**config.mk**
```make
export PLATFORM = sky130hd
export DESIGN_NAME = hazard_ctrl
export DESIGN_NICKNAME = d
export VERILOG_FILES = /design/src/rtl/pipe_pkg.sv /design/src/rtl/sat_counter.sv /design/src/rtl/hazard_ctrl.sv
export SDC_FILE = /design/constraint.sdc
export NUM_CORES = 1
export LEC_CHECK = 0
export CORE_ASPECT_RATIO = 1.1
export CORE_MARGIN = 5
export CORE_UTILIZATION = 42
export CTS_CLUSTER_SIZE = 16
export DETAILED_ROUTE_END_ITERATION = 6
export GPL_ROUTABILITY_DRIVEN = 0
export PLACE_DENSITY = 0.77
export SETUP_SLACK_MARGIN = 0.2
export SLEW_MARGIN = 20
export SYNTH_ARGS = -nofsm -noshare
export SYNTH_HDL_FRONTEND = slang
export SYNTH_HIERARCHICAL = 1
export SYNTH_SLANG_ARGS = --single-unit
```
**constraint.sdc**
```tcl
create_clock -name clk -period 2.8 [get_ports clk]
set_input_delay 0.7 -clock clk [delete_from_list [all_inputs] [get_ports clk]]
set_output_delay 0.7 -clock clk [all_outputs]
set_load 0.1 [all_outputs]
```
**src/rtl/pipe_pkg.sv**
```systemverilog
// Shared pipeline definitions: PC source encodings, hazard FSM states
// and the hard-wired zero register index.
package pipe_pkg;

    localparam logic [2:0] PCSRC_J_DEF  = 3'd2;
    localparam logic [2:0] PCSRC_JR_DEF = 3'd3;

    localparam logic [4:0] REG_ZERO = 5'd0;

    typedef enum logic {
        IDLE    = 1'b0,
        JR_HOLD = 1'b1
    } hz_state_t;

endpackage

```
**src/rtl/sat_counter.sv**
```systemverilog
// Saturating up-counter with synchronous clear.
// Ports: clk, clear (sync, wins over inc), inc, cnt (holds at all-ones).
module sat_counter #(
    parameter int CNT_W = 16
) (
    input  logic             clk,
    input  logic             clear,
    input  logic             inc,
    output logic [CNT_W-1:0] cnt
);

    always_ff @(posedge clk) begin
        if (clear) begin
            cnt <= '0;
        end else if (inc && (cnt != '1)) begin
            cnt <= cnt + 1'b1;
        end
    end

endmodule

```
**src/rtl/hazard_ctrl.sv**
```systemverilog
// Stall/flush controller: load-use and jr-after-load detection, branch
// and jump flushes, plus saturating stall/flush performance counters.
// Ports: clk, reset (sync, active-high); ID sources IFID_rs/rt/UsesRt,
// ID_PCsrc; EX load IDEX_MemRd/IDEX_rt; MEM load EXMEM_MemRd/EXMEM_rdes;
// EX_BranchTaken. Outputs PC_Wr, IFID_Wr, IFID_Flush, IDEX_Flush, Stall,
// stall_cnt, flush_cnt.
module hazard_ctrl
    import pipe_pkg::*;
#(
    parameter logic [2:0] PCSRC_J  = PCSRC_J_DEF,
    parameter logic [2:0] PCSRC_JR = PCSRC_JR_DEF,
    parameter int         CNT_W    = 16
) (
    input  logic             clk,
    input  logic             reset,
    input  logic [4:0]       IFID_rs,
    input  logic [4:0]       IFID_rt,
    input  logic             IFID_UsesRt,
    input  logic [2:0]       ID_PCsrc,
    input  logic             IDEX_MemRd,
    input  logic [4:0]       IDEX_rt,
    input  logic             EXMEM_MemRd,
    input  logic [4:0]       EXMEM_rdes,
    input  logic             EX_BranchTaken,
    output logic             PC_Wr,
    output logic             IFID_Wr,
    output logic             IFID_Flush,
    output logic             IDEX_Flush,
    output logic             Stall,
    output logic [CNT_W-1:0] stall_cnt,
    output logic [CNT_W-1:0] flush_cnt
);

    hz_state_t state, state_nxt;

    logic is_jr;
    logic is_jump;
    logic load_use;
    logic jr_load_ex;
    logic jr_load_mem;

    // $0 never carries a dependency, so every match requires a nonzero reg.
    assign is_jr   = (ID_PCsrc == PCSRC_JR) && (IFID_rs != REG_ZERO);
    assign is_jump = (ID_PCsrc == PCSRC_J) || (ID_PCsrc == PCSRC_JR);

    assign load_use = IDEX_MemRd && (IDEX_rt != REG_ZERO) &&
                      ((IDEX_rt == IFID_rs) ||
                       (IFID_UsesRt && (IDEX_rt == IFID_rt)));

    // jr resolves in ID, so it needs the value one stage earlier than
    // an ALU consumer: a load in EX costs two bubbles, in MEM one.
    assign jr_load_ex  = is_jr && IDEX_MemRd && (IDEX_rt == IFID_rs);
    assign jr_load_mem = is_jr && EXMEM_MemRd && (EXMEM_rdes == IFID_rs);

    always_ff @(posedge clk) begin
        if (reset) begin
            state <= IDLE;
        end else begin
            state <= state_nxt;
        end
    end

    always_comb begin
        state_nxt  = state;
        PC_Wr      = 1'b1;
        IFID_Wr    = 1'b1;
        IFID_Flush = 1'b0;
        IDEX_Flush = 1'b0;
        Stall      = 1'b0;

        if (reset) begin
            state_nxt  = IDLE;
            PC_Wr      = 1'b0;
            IFID_Wr    = 1'b0;
            IFID_Flush = 1'b1;
            IDEX_Flush = 1'b1;
        end else if (EX_BranchTaken) begin
            // Wrong-path instructions in IF and ID are discarded, which
            // also kills any jr being held.
            state_nxt  = IDLE;
            IFID_Flush = 1'b1;
            IDEX_Flush = 1'b1;
        end else if (state == JR_HOLD) begin
            state_nxt  = IDLE;
            Stall      = 1'b1;
            PC_Wr      = 1'b0;
            IFID_Wr    = 1'b0;
            IDEX_Flush = 1'b1;
        end else if (jr_load_ex || jr_load_mem || load_use) begin
            if (jr_load_ex) begin
                state_nxt = JR_HOLD;
            end
            Stall      = 1'b1;
            PC_Wr      = 1'b0;
            IFID_Wr    = 1'b0;
            IDEX_Flush = 1'b1;
        end else if (is_jump) begin
            IFID_Flush = 1'b1;
        end
    end

    sat_counter #(.CNT_W(CNT_W)) u_stall_cnt (
        .clk   (clk),
        .clear (reset),
        .inc   (Stall),
        .cnt   (stall_cnt)
    );

    sat_counter #(.CNT_W(CNT_W)) u_flush_cnt (
        .clk   (clk),
        .clear (reset),
        .inc   (IFID_Flush | IDEX_Flush),
        .cnt   (flush_cnt)
    );

endmodule

```
==> metrics.txt, run 1 <==
run status=finished with violations; failing checks=setup timing; Rel. slew slack=0.5497; setup TNS=-80.71 ps; final hold viol count=0; fraction of final layout cells sized beyond drive strength 1=0.4598; clk slew on worst S/H paths=70 ps; antenna-violating nets left=0; unrepaired setup endpoints after global routing=yes; CP required=2100 ps; Final Max Tran Viols=0; Max H-tree Level=2; largest net degree at the start of global routing=35; Synth Area per Inst=8.374 um^2; Critical R2R Launch=u_stall_cnt/cnt[0]; initial antenna violation count=0; Setup crit start kind=input port; routed wire length=7047 um; distinct cell type count of the synthesized netlist=44; CTS tree=done; Worst setup EP type=output port; Top FF cell, synth=dfxtp_1; FMAX=0.3540 GHz; final net count=378; CP startpoint=IFID_rt[1]; crit path max fanout=3; DRC viols=0; area grow syn2layout=68.89%; Hold WC Path Type=reg2reg; Final min period=2825 ps; FF-to-FF setup slack=730 ps; CTS Buffer Depth=2; Die X=76.50 um; Total GRT Usage=0.1945; wire per inst=17.44 um; Synth warnings=6; IO Count=66; Async S/R FF share, synth=0; die extent in y=83.15 um; crit path to=Stall; via count=2387; flops & latches, synth=33; fin crit share=1.009; cell count after synthesis=244; # rows=26; fin worst setup slack=-24.52 ps; synthesized netlist net count=275; PD cells=341.7 nW/um^2; first-pass GRT wire length=10460 um; Max VDD drop=309.6 uV; clk sink count=33; worst slew pin tran=670.5 ps; fillers=325; vias in the first global route=2333; die area=6361 um^2; Detailed Place HPWL=4262 um; root buffer cell=clkbuf_8; initial DRC count=138; Starting Density=0.4362; Mapped Area=2043 um^2; Reg2Reg Depth=6; number of enable flip-flop cells after synthesis=0; ANT cells=0; Worst EP arrival=2120 ps; Clock Skew=9.406 ps; CORE AREA=4684 um^2; leakage=0.001295 uW; setup violators final=4; IO buf count=65; CTS Buf Count=5; critical path type=in2out; max cap viols=0; worst skew pair latency=290 ps; r2r endpoint=u_stall_cnt/cnt[2]; total iterations of the first detailed-routing run=4; drt via density=5.908; power consumption=1179 uW; sequential fraction of the synthesis area=0.3233; remaining global-route overflow=0
## worst max-delay path: stages
cell	delay, ps
clkdlybuf4s50_1	480
xnor2_1	110
nand3_1	120
a21o_1	230
a21boi_4	190
buf_6	130
buf_12	160
## repair_timing
item                                    in CTS  in global routing
setup buffers                                9                  5
cloned                                       1                  0
resized for setup                           81                 54
endpoints found under the setup margin      35                 34
hold buffers                                 0                  0
pin swaps                                   22                 36
## through the flow
stage	instances	setup slack [ps]	hold WS, ps	utilization	cell area (um^2)
3_5_place_dp	381	-457.0	517.5	0.6360	2979
5_1_grt	404	-96.54	592.8	0.7366	3451
2_1_floorplan	244	-298.1	558.7	-	2157
6_report	404	-24.52	527.6	0.7366	3451
4_1_cts	399	-62.88	526.8	0.6848	3208
3_3_place_gp	381	-414.8	514.6	0.6360	2979
## worst min path at each step
stage / startpoint / to / slack (ps) / cells after the start
floorplan: state / state / 560 / 3
global route: u_stall_cnt/cnt[1] / u_stall_cnt/cnt[1] / 590 / 2
global placement: u_flush_cnt/cnt[9] / u_flush_cnt/cnt[9] / 510 / 2
detailed placement: u_stall_cnt/cnt[1] / u_stall_cnt/cnt[1] / 520 / 2
CTS: u_stall_cnt/cnt[1] / u_stall_cnt/cnt[1] / 530 / 2
finish: u_stall_cnt/cnt[1] / u_stall_cnt/cnt[1] / 530 / 2
## power breakdown
part | switching [uW] | internal [uW] | total [uW]
clock | 192 | 290 | 483
combinational | 126 | 91.4 | 217
sequential | 6.25 | 473 | 479
total | 324 | 855 | 1180
## cells in the mapped netlist, types with 2 or more instances
master,count,area (um^2)
and3_1,2,12.51
o21ai_0,8,40.04
nor3_1,11,55.05
or3_1,6,37.54
nor2_1,14,52.55
buf_2,2,10.01
ha_1,2,25.02
o21a_1,2,15.01
inv_1,8,30.03
nor2b_1,4,25.02
o31ai_1,12,90.09
nor4bb_1,2,20.02
mux2_2,2,22.52
o41ai_1,2,17.52
nand2_1,13,48.80
nand3_1,15,75.07
dfxtp_1,33,660.6
buf_1,2,7.510
nand3b_1,2,15.01
nand2_2,2,12.51
o311ai_0,2,17.52
nor4_1,5,31.28
nand4b_1,2,17.52
o21ai_1,2,10.01
a21oi_1,21,105.1
mux2i_1,2,20.02
xor2_1,8,70.07
nor4_4,2,42.54
nand4_4,2,42.54
xnor2_1,11,96.34
and4_1,6,52.55
nand4_1,8,50.05
clkbuf_1,4,15.01
or4_1,15,112.6
## kinds of logic (layout without fill, tap and decap cells)
logic type | Yosys count | count (layout) | share of synthesized area
simple gates | 116 | 116 | 0.3674
compound gates | 53 | 53 | 0.1604
flops | 33 | 33 | 0.3233
xor+xnor | 19 | 19 | 0.08145
buf+inv | 17 | 121 | 0.03429
mux | 4 | 4 | 0.02082
fa+ha+maj | 2 | 2 | 0.01225
## cells in the final DEF (no fill, tap or decap), types with 5 or more instances in the layout
cell,instances
nand3_1,14
xor2_1,7
xnor2_1,10
clkdlybuf4s50_1,5
o21ai_0,8
dfxtp_1,33
nor3_1,8
clkbuf_8,6
nor2_1,13
buf_2,8
buf_6,13
a21oi_2,10
nand2_2,5
buf_4,62
o31ai_1,10
or4_1,9
nand4_1,8
buf_12,5
or4_4,7
or3_1,5
nand2_1,8
inv_1,7
a21oi_1,11
## per-layer routing
layer  track usage  share of wire
met1        0.2153           0.38
met3       0.05628          0.067
met5             0              0
met2        0.3435           0.53
met4       0.08108          0.025
## state kept, by name, summed over array words and instances (netlist names)
| signal | count |
|---|---|
| state | 1 |
| u_flush_cnt/cnt | 16 |
| u_stall_cnt/cnt | 16 |
## cell type report
class	instances	area (um^2)	area share
clock buffers	7	86.33	0.02502
flip-flops and latches	33	660.6	0.1914
inverters	8	30.03	0.008702
repair buffers	105	907.1	0.2629
multi-input cells	194	1667	0.4830
well taps	56	70.07	0.02030
clock inverters	1	30.03	0.008702
No activity file was read; power rests on OpenSTA's default activity.
==> inputs of run 2 (changes only) <==
REMOVE_ABC_BUFFERS = 1   (was default)
==> metrics.txt, run 2 (synthesis results as in run 1) <==
run status=finished with violations; failing checks=setup timing; die extent in y=83.15 um (unchanged); Logic pwr share=0.231 (+0.047); DP Area=2934 um^2 (-1.5%); total iterations of the first detailed-routing run=5 (+1); Max H-tree Level=2 (unchanged); Endpoint, Worst Hold=u_stall_cnt/cnt[1]; worst slew pin tran=675.5 ps (+5.012 ps); most frequent cells in the layout=buf_4 (63), dfxtp_1 (33), buf_6 (23); setup violators final=5 (+1); drt via density=5.951 (+0.73%); Critical-path top delay cell=or4_4; Clock Skew=11.27 ps (+1.867 ps); Max VDD drop=273.9 uV (-12%); CTS Buf Count=5 (unchanged); wire per inst=17.39 um (-0.31%); leakage=0.001344 uW (+3.8%); remaining global-route overflow=0 (unchanged); Hold Path Cell Cnt=2 (unchanged); IO Count=66 (unchanged); Die X=76.50 um (unchanged); WHS=537.6 ps (+10.01 ps); largest net degree at the start of global routing=31 (-11%); fillers=331 (+1.8%); # rows=26 (unchanged); clk sink count=33 (unchanged); hold_sp=u_stall_cnt/cnt[1]; FF-to-FF setup slack=790 ps (+60 ps); FMAX=0.3468 GHz (-2.0%); CP peak stage delay=530 ps (+50 ps); Finished Cell Area=3497 um^2 (+1.3%); Detailed Place HPWL=4370 um (+2.5%); PD cells=305.0 nW/um^2 (-11%); CTS Buffer Depth=2 (unchanged); most common cell after layout, fill and taps aside=buf_4; CTS tree=done; final hold viol count=0 (unchanged); CORE AREA=4684 um^2 (unchanged); fin crit share=1.030 (+0.02106); Final min period=2883 ps (+58.96 ps); first-pass GRT wire length=10460 um (unchanged); max cap viols=0 (unchanged); Worst setup EP type=output port; CP required=2100 ps (about the same); critical-path cell list=buf_8, or4_4, nor2_4, nor4_4, nand4b_1, o221ai_4, buf_12; r2r endpoint=u_flush_cnt/cnt[0]; Rel. slew slack=0.5463 (-0.003366); fraction of final layout cells sized beyond drive strength 1=0.4873 (+0.02755); Net Sw Frac=0.3015 (+0.02649); Final Max Tran Viols=0 (unchanged); routed wire length=7147 um (+1.4%); unrepaired setup endpoints after global routing=yes; Worst EP arrival=2180 ps (+60 ps); final net count=387 (+2.4%); Layout Cells excl Fill=411 (+1.7%); Clock Power Share=0.319 (-0.090); setup TNS=-299.2 ps (-218.5 ps); critical path type=in2out; Starting Density=0.4362 (unchanged); Setup crit start kind=input port; biggest regs=u_flush_cnt/cnt (16), u_stall_cnt/cnt (16), state (1); Flop pwr share=0.450 (+0.044); post-place setup slack=-547.8 ps (-90.77 ps); root buffer cell=clkbuf_8; die area=6361 um^2 (unchanged); Hold WC Path Type=reg2reg; area grow syn2layout=71.16%; crit path max fanout=4 (+1); initial antenna violation count=0 (unchanged); antenna-violating nets left=0 (unchanged); IO buf count=65 (unchanged); worst skew pair latency=290 ps (about the same); initial DRC count=219 (+59%); vias in the first global route=2326 (-0.30%); fin worst setup slack=-83.48 ps (-58.96 ps); DRC viols=0 (unchanged); Critical R2R Launch=u_flush_cnt/cnt[13]; ANT cells=0 (unchanged); clk slew on worst S/H paths=60 ps (about the same); Total GRT Usage=0.1925 (-0.002000); via count=2446 (+2.5%); Reg2Reg Depth=5 (-1); P_sw=321.6 uW (-0.85%); placed cells=388 (+1.8%); cell internal pwr=744.9 uW (-13%)
==> run 2: changes by cell type in the layout (fill, tap and decap cells not counted), sizes merged <==
cell,change
clkbuf,-2
clkdlybuf4s50,-1
dlymetal6s2s,+1
bufinv,-1
clkinv,+1
dlygate4sd2,-1
clkdlybuf4s15,-2
buf,+12
==> run 2: critical path, delay by kind of cell <==
| kind | cells | cell delay [ps] |
|---|---|---|
| buf+inv | 2 | 310 |
| simple gates | 4 | 1010 |
| compound gates | 1 | 150 |
==> run 2: area by class of cell <==
type	count	area, um^2	share of cell area
multi-input combinational	194	1640	0.4691
clock buffer	5	68.82	0.01968
tap	56	70.07	0.02004
sequential	33	660.6	0.1889
inverter	8	30.03	0.008587
clock inverter	1	5.005	0.001431
timing repair buffer	114	1022	0.2923
==> run 2: routing by layer <==
metal / vias up / track usage / wire length [um]
met5: - / 0 / 0
met4: 0 / 0.06677 / 160
met3: 15 / 0.05736 / 507
met2: 96 / 0.3512 / 3887
met1: 1185 / 0.2079 / 2592
li1: 1150 / - / -
==> run 2: worst max path at each step <==
stage,endpoint,slack (ps),startpoint
2_1_floorplan,IFID_Wr,-2370,IDEX_rt[0]
3_3_place_gp,Stall,-540,IDEX_rt[4]
3_5_place_dp,Stall,-550,IDEX_rt[4]
4_1_cts,PC_Wr,-40,IFID_rs[4]
5_1_grt,u_flush_cnt/cnt[12],-160,EXMEM_rdes[2]
6_report,PC_Wr,-80,IFID_rs[4]
==> run 2: per-stage QoR <==
stage	power, uW	utilization
2_1_floorplan	587.9	-
3_5_place_dp	702.3	0.6263
3_3_place_gp	698.6	0.6263
6_report	1067	0.7465
5_1_grt	1109	0.7465
4_1_cts	1041	0.6872
==> run 2: timing repair <==
action | in CTS | in global routing
pin swaps | 36 | 36
setup endpoints to repair | 36 | 34
buffers inserted | 14 | 3
gates resized for setup | 104 | 60
hold buffers | 0 | 0
cloned | 0 | 0
==> run 2: power groups by stage <==
stage | combinational, uW | clock, uW | sequential, uW
2_1_floorplan | 70.4 | 0 | 517
4_1_cts | 220 | 343 | 479
6_report | 247 | 340 | 479
5_1_grt | 259 | 371 | 480
3_5_place_dp | 213 | 0 | 490
3_3_place_gp | 209 | 0 | 489
==> inputs of run 3 (changes only) <==
CORE_UTILIZATION = 40   (was 42)
PLACE_DENSITY = 0.74   (was 0.77)
==> metrics.txt, run 3 (synthesis results as in run 1) <==
remaining global-route overflow=0 (unchanged); leakage=0.001342 uW (-0.16%); CTS Buffer Depth=2 (unchanged); stages on the worst setup path=8 (+1); fin worst setup slack=-100.5 ps (-17.03 ps); r2r endpoint=u_stall_cnt/cnt[3]; PD cells=316.7 nW/um^2 (+3.9%); vias in the first global route=2232 (-4.0%); Final min period=2901 ps (+17.03 ps); Buffers & Inverters on Critical Path=3 (+1); drt via density=5.734 (-3.6%); failing checks=setup timing; Worst setup EP type=output port; die area=6639 um^2 (+4.4%); biggest regs=u_flush_cnt/cnt (16), u_stall_cnt/cnt (16), state (1); Final Max Tran Viols=0 (unchanged); routed wire length=6497 um (-9.1%); most frequent cells in the layout=buf_4 (60), dfxtp_1 (33), buf_6 (22); first-pass GRT wire length=10070 um (-3.7%); crit path max fanout=3 (-1); worst slew pin tran=639.0 ps (-36.51 ps); Max VDD drop=185.0 uV (-32%); max cap viols=0 (unchanged); run status=finished with violations; Hold WC Path Type=reg2reg; die extent in y=84.96 um (+2.2%); Total GRT Usage=0.1822 (-0.01029); CP startpoint=IFID_rs[2]; Clock Skew=9.166 ps (-2.107 ps); wire per inst=15.85 um (-8.9%); met3 Use GR=0.05414 (-0.003219); CORE AREA=5000 um^2 (+6.7%); # rows=27 (+3.8%); setup violators final=5 (unchanged); FMAX=0.3448 GHz (-0.59%); initial antenna violation count=0 (unchanged); IO Count=66 (unchanged); Crit path max-delay family=simple AND/OR/NAND/NOR gates; WHS=547.3 ps (+9.695 ps); unrepaired setup endpoints after global routing=yes; CTS tree=done; clk slew on worst S/H paths=60 ps (about the same); Layout Cells excl Fill=410 (-0.24%); Detailed Place HPWL=4365 um (-0.12%); fin crit share=1.036 (+0.006083); final net count=382 (-1.3%); area grow syn2layout=72.87%; worst skew pair latency=280 ps (about the same); via count=2351 (-3.9%); clk sink count=33 (unchanged); initial DRC count=84 (-62%); Setup crit start kind=input port; crit path to=IFID_Flush; fraction of final layout cells sized beyond drive strength 1=0.4744 (-0.01289); Die X=78.15 um (+2.2%); CTS Buf Count=5 (unchanged); Final Util=0.7065 (-0.04007); busiest grt layer=met2; Worst EP arrival=2200 ps (+20 ps); critical-path cell list=buf_8, or4_4, nor2_4, nor4_4, buf_4, nand2b_4, o21ai_4, buf_12; IO buf count=65 (unchanged); Critical R2R Launch=u_stall_cnt/cnt[0]; largest net degree at the start of global routing=35 (+13%); Starting Density=0.4087 (-0.02751); FF-to-FF setup slack=880 ps (+90 ps); met2 Use GR=0.3287 (-0.02259); antenna-violating nets left=0 (unchanged); grt met1 use=0.2022 (-0.005731); total iterations of the first detailed-routing run=4 (-1); Critical-path top delay cell=or4_4; critical path type=in2out; fillers=402 (+21%); placed cells=387 (-0.26%); Max H-tree Level=2 (unchanged); final hold viol count=0 (unchanged); Rel. slew slack=0.5708 (+0.02452); CP peak stage delay=540 ps (about the same); most common cell after layout, fill and taps aside=buf_4; root buffer cell=clkbuf_8; post-place setup slack=-513.6 ps (+34.17 ps); ANT cells=0 (unchanged); CP required=2100 ps (about the same); Reg2Reg Depth=6 (+1); DRC viols=0 (unchanged)
run 3: cell count changes in the layout (fill, tap and decap cells not counted), moves of 3 or more:
cell	before	now
buf_4	63	60
a21oi_2	7	10
a21oi_1	14	11
o31ai_2	3	0
run 3: worst min path at each step:
| stage | start | end | slack [ps] | depth (start not counted) |
|---|---|---|---|---|
| 2_1_floorplan | state | state | 560 | 3 |
| 3_3_place_gp | u_flush_cnt/cnt[1] | u_flush_cnt/cnt[1] | 510 | 2 |
| 3_5_place_dp | u_stall_cnt/cnt[1] | u_stall_cnt/cnt[1] | 520 | 2 |
| 4_1_cts | u_stall_cnt/cnt[1] | u_stall_cnt/cnt[1] | 540 | 2 |
| 5_1_grt | u_stall_cnt/cnt[12] | u_stall_cnt/cnt[12] | 570 | 2 |
| 6_report | u_stall_cnt/cnt[1] | u_stall_cnt/cnt[1] | 550 | 2 |
run 3: where the power goes:
part,internal [uW],total [uW],switching [uW]
clock network,222,395,173
logic,107,244,137
registers,473,479,5.98
run 3: area by class of cell:
class / count / area, um^2 / share of cell area
well taps: 58 / 72.57 / 0.02055
repair buffers: 109 / 978.4 / 0.2770
flip-flops and latches: 33 / 660.6 / 0.1870
clock buffers: 7 / 96.34 / 0.02728
inverters: 8 / 30.03 / 0.008502
multi-input cells: 194 / 1689 / 0.4782
clock inverters: 1 / 5.005 / 0.001417
run 3: tightest hold or removal path: stages, from the launching register on:
cell and delay, ps:
dfxtp_1 350, o21ai_1 90, a21oi_1 60
run 3: timing repair:
item                                    in CTS  in global routing
endpoints found under the setup margin      35                 35
resized for setup                           92                 75
pin swaps                                   38                 27
hold buffers                                 0                  0
buffers inserted                             8                  7
run 3: per-stage QoR:
| stage | instance area (um^2) | setup TNS [ps] | power [uW] |
|---|---|---|---|
| floorplan | 2003 | -27260 | 587.9 |
| finish | 3532 | -224.0 | 1119 |
| CTS | 3177 | -135.2 | 1101 |
| global placement | 2914 | -13020 | 694.5 |
| detailed placement | 2914 | -14250 | 698.2 |
| global route | 3532 | -546.5 | 1161 |
run 3: layer usage:
layer	part of all wire	up-vias	routed length (um)
li1	-	1147	-
met5	0	-	0
met2	0.53	71	3427
met1	0.39	1124	2522
met4	0.015	0	100
met3	0.069	9	447
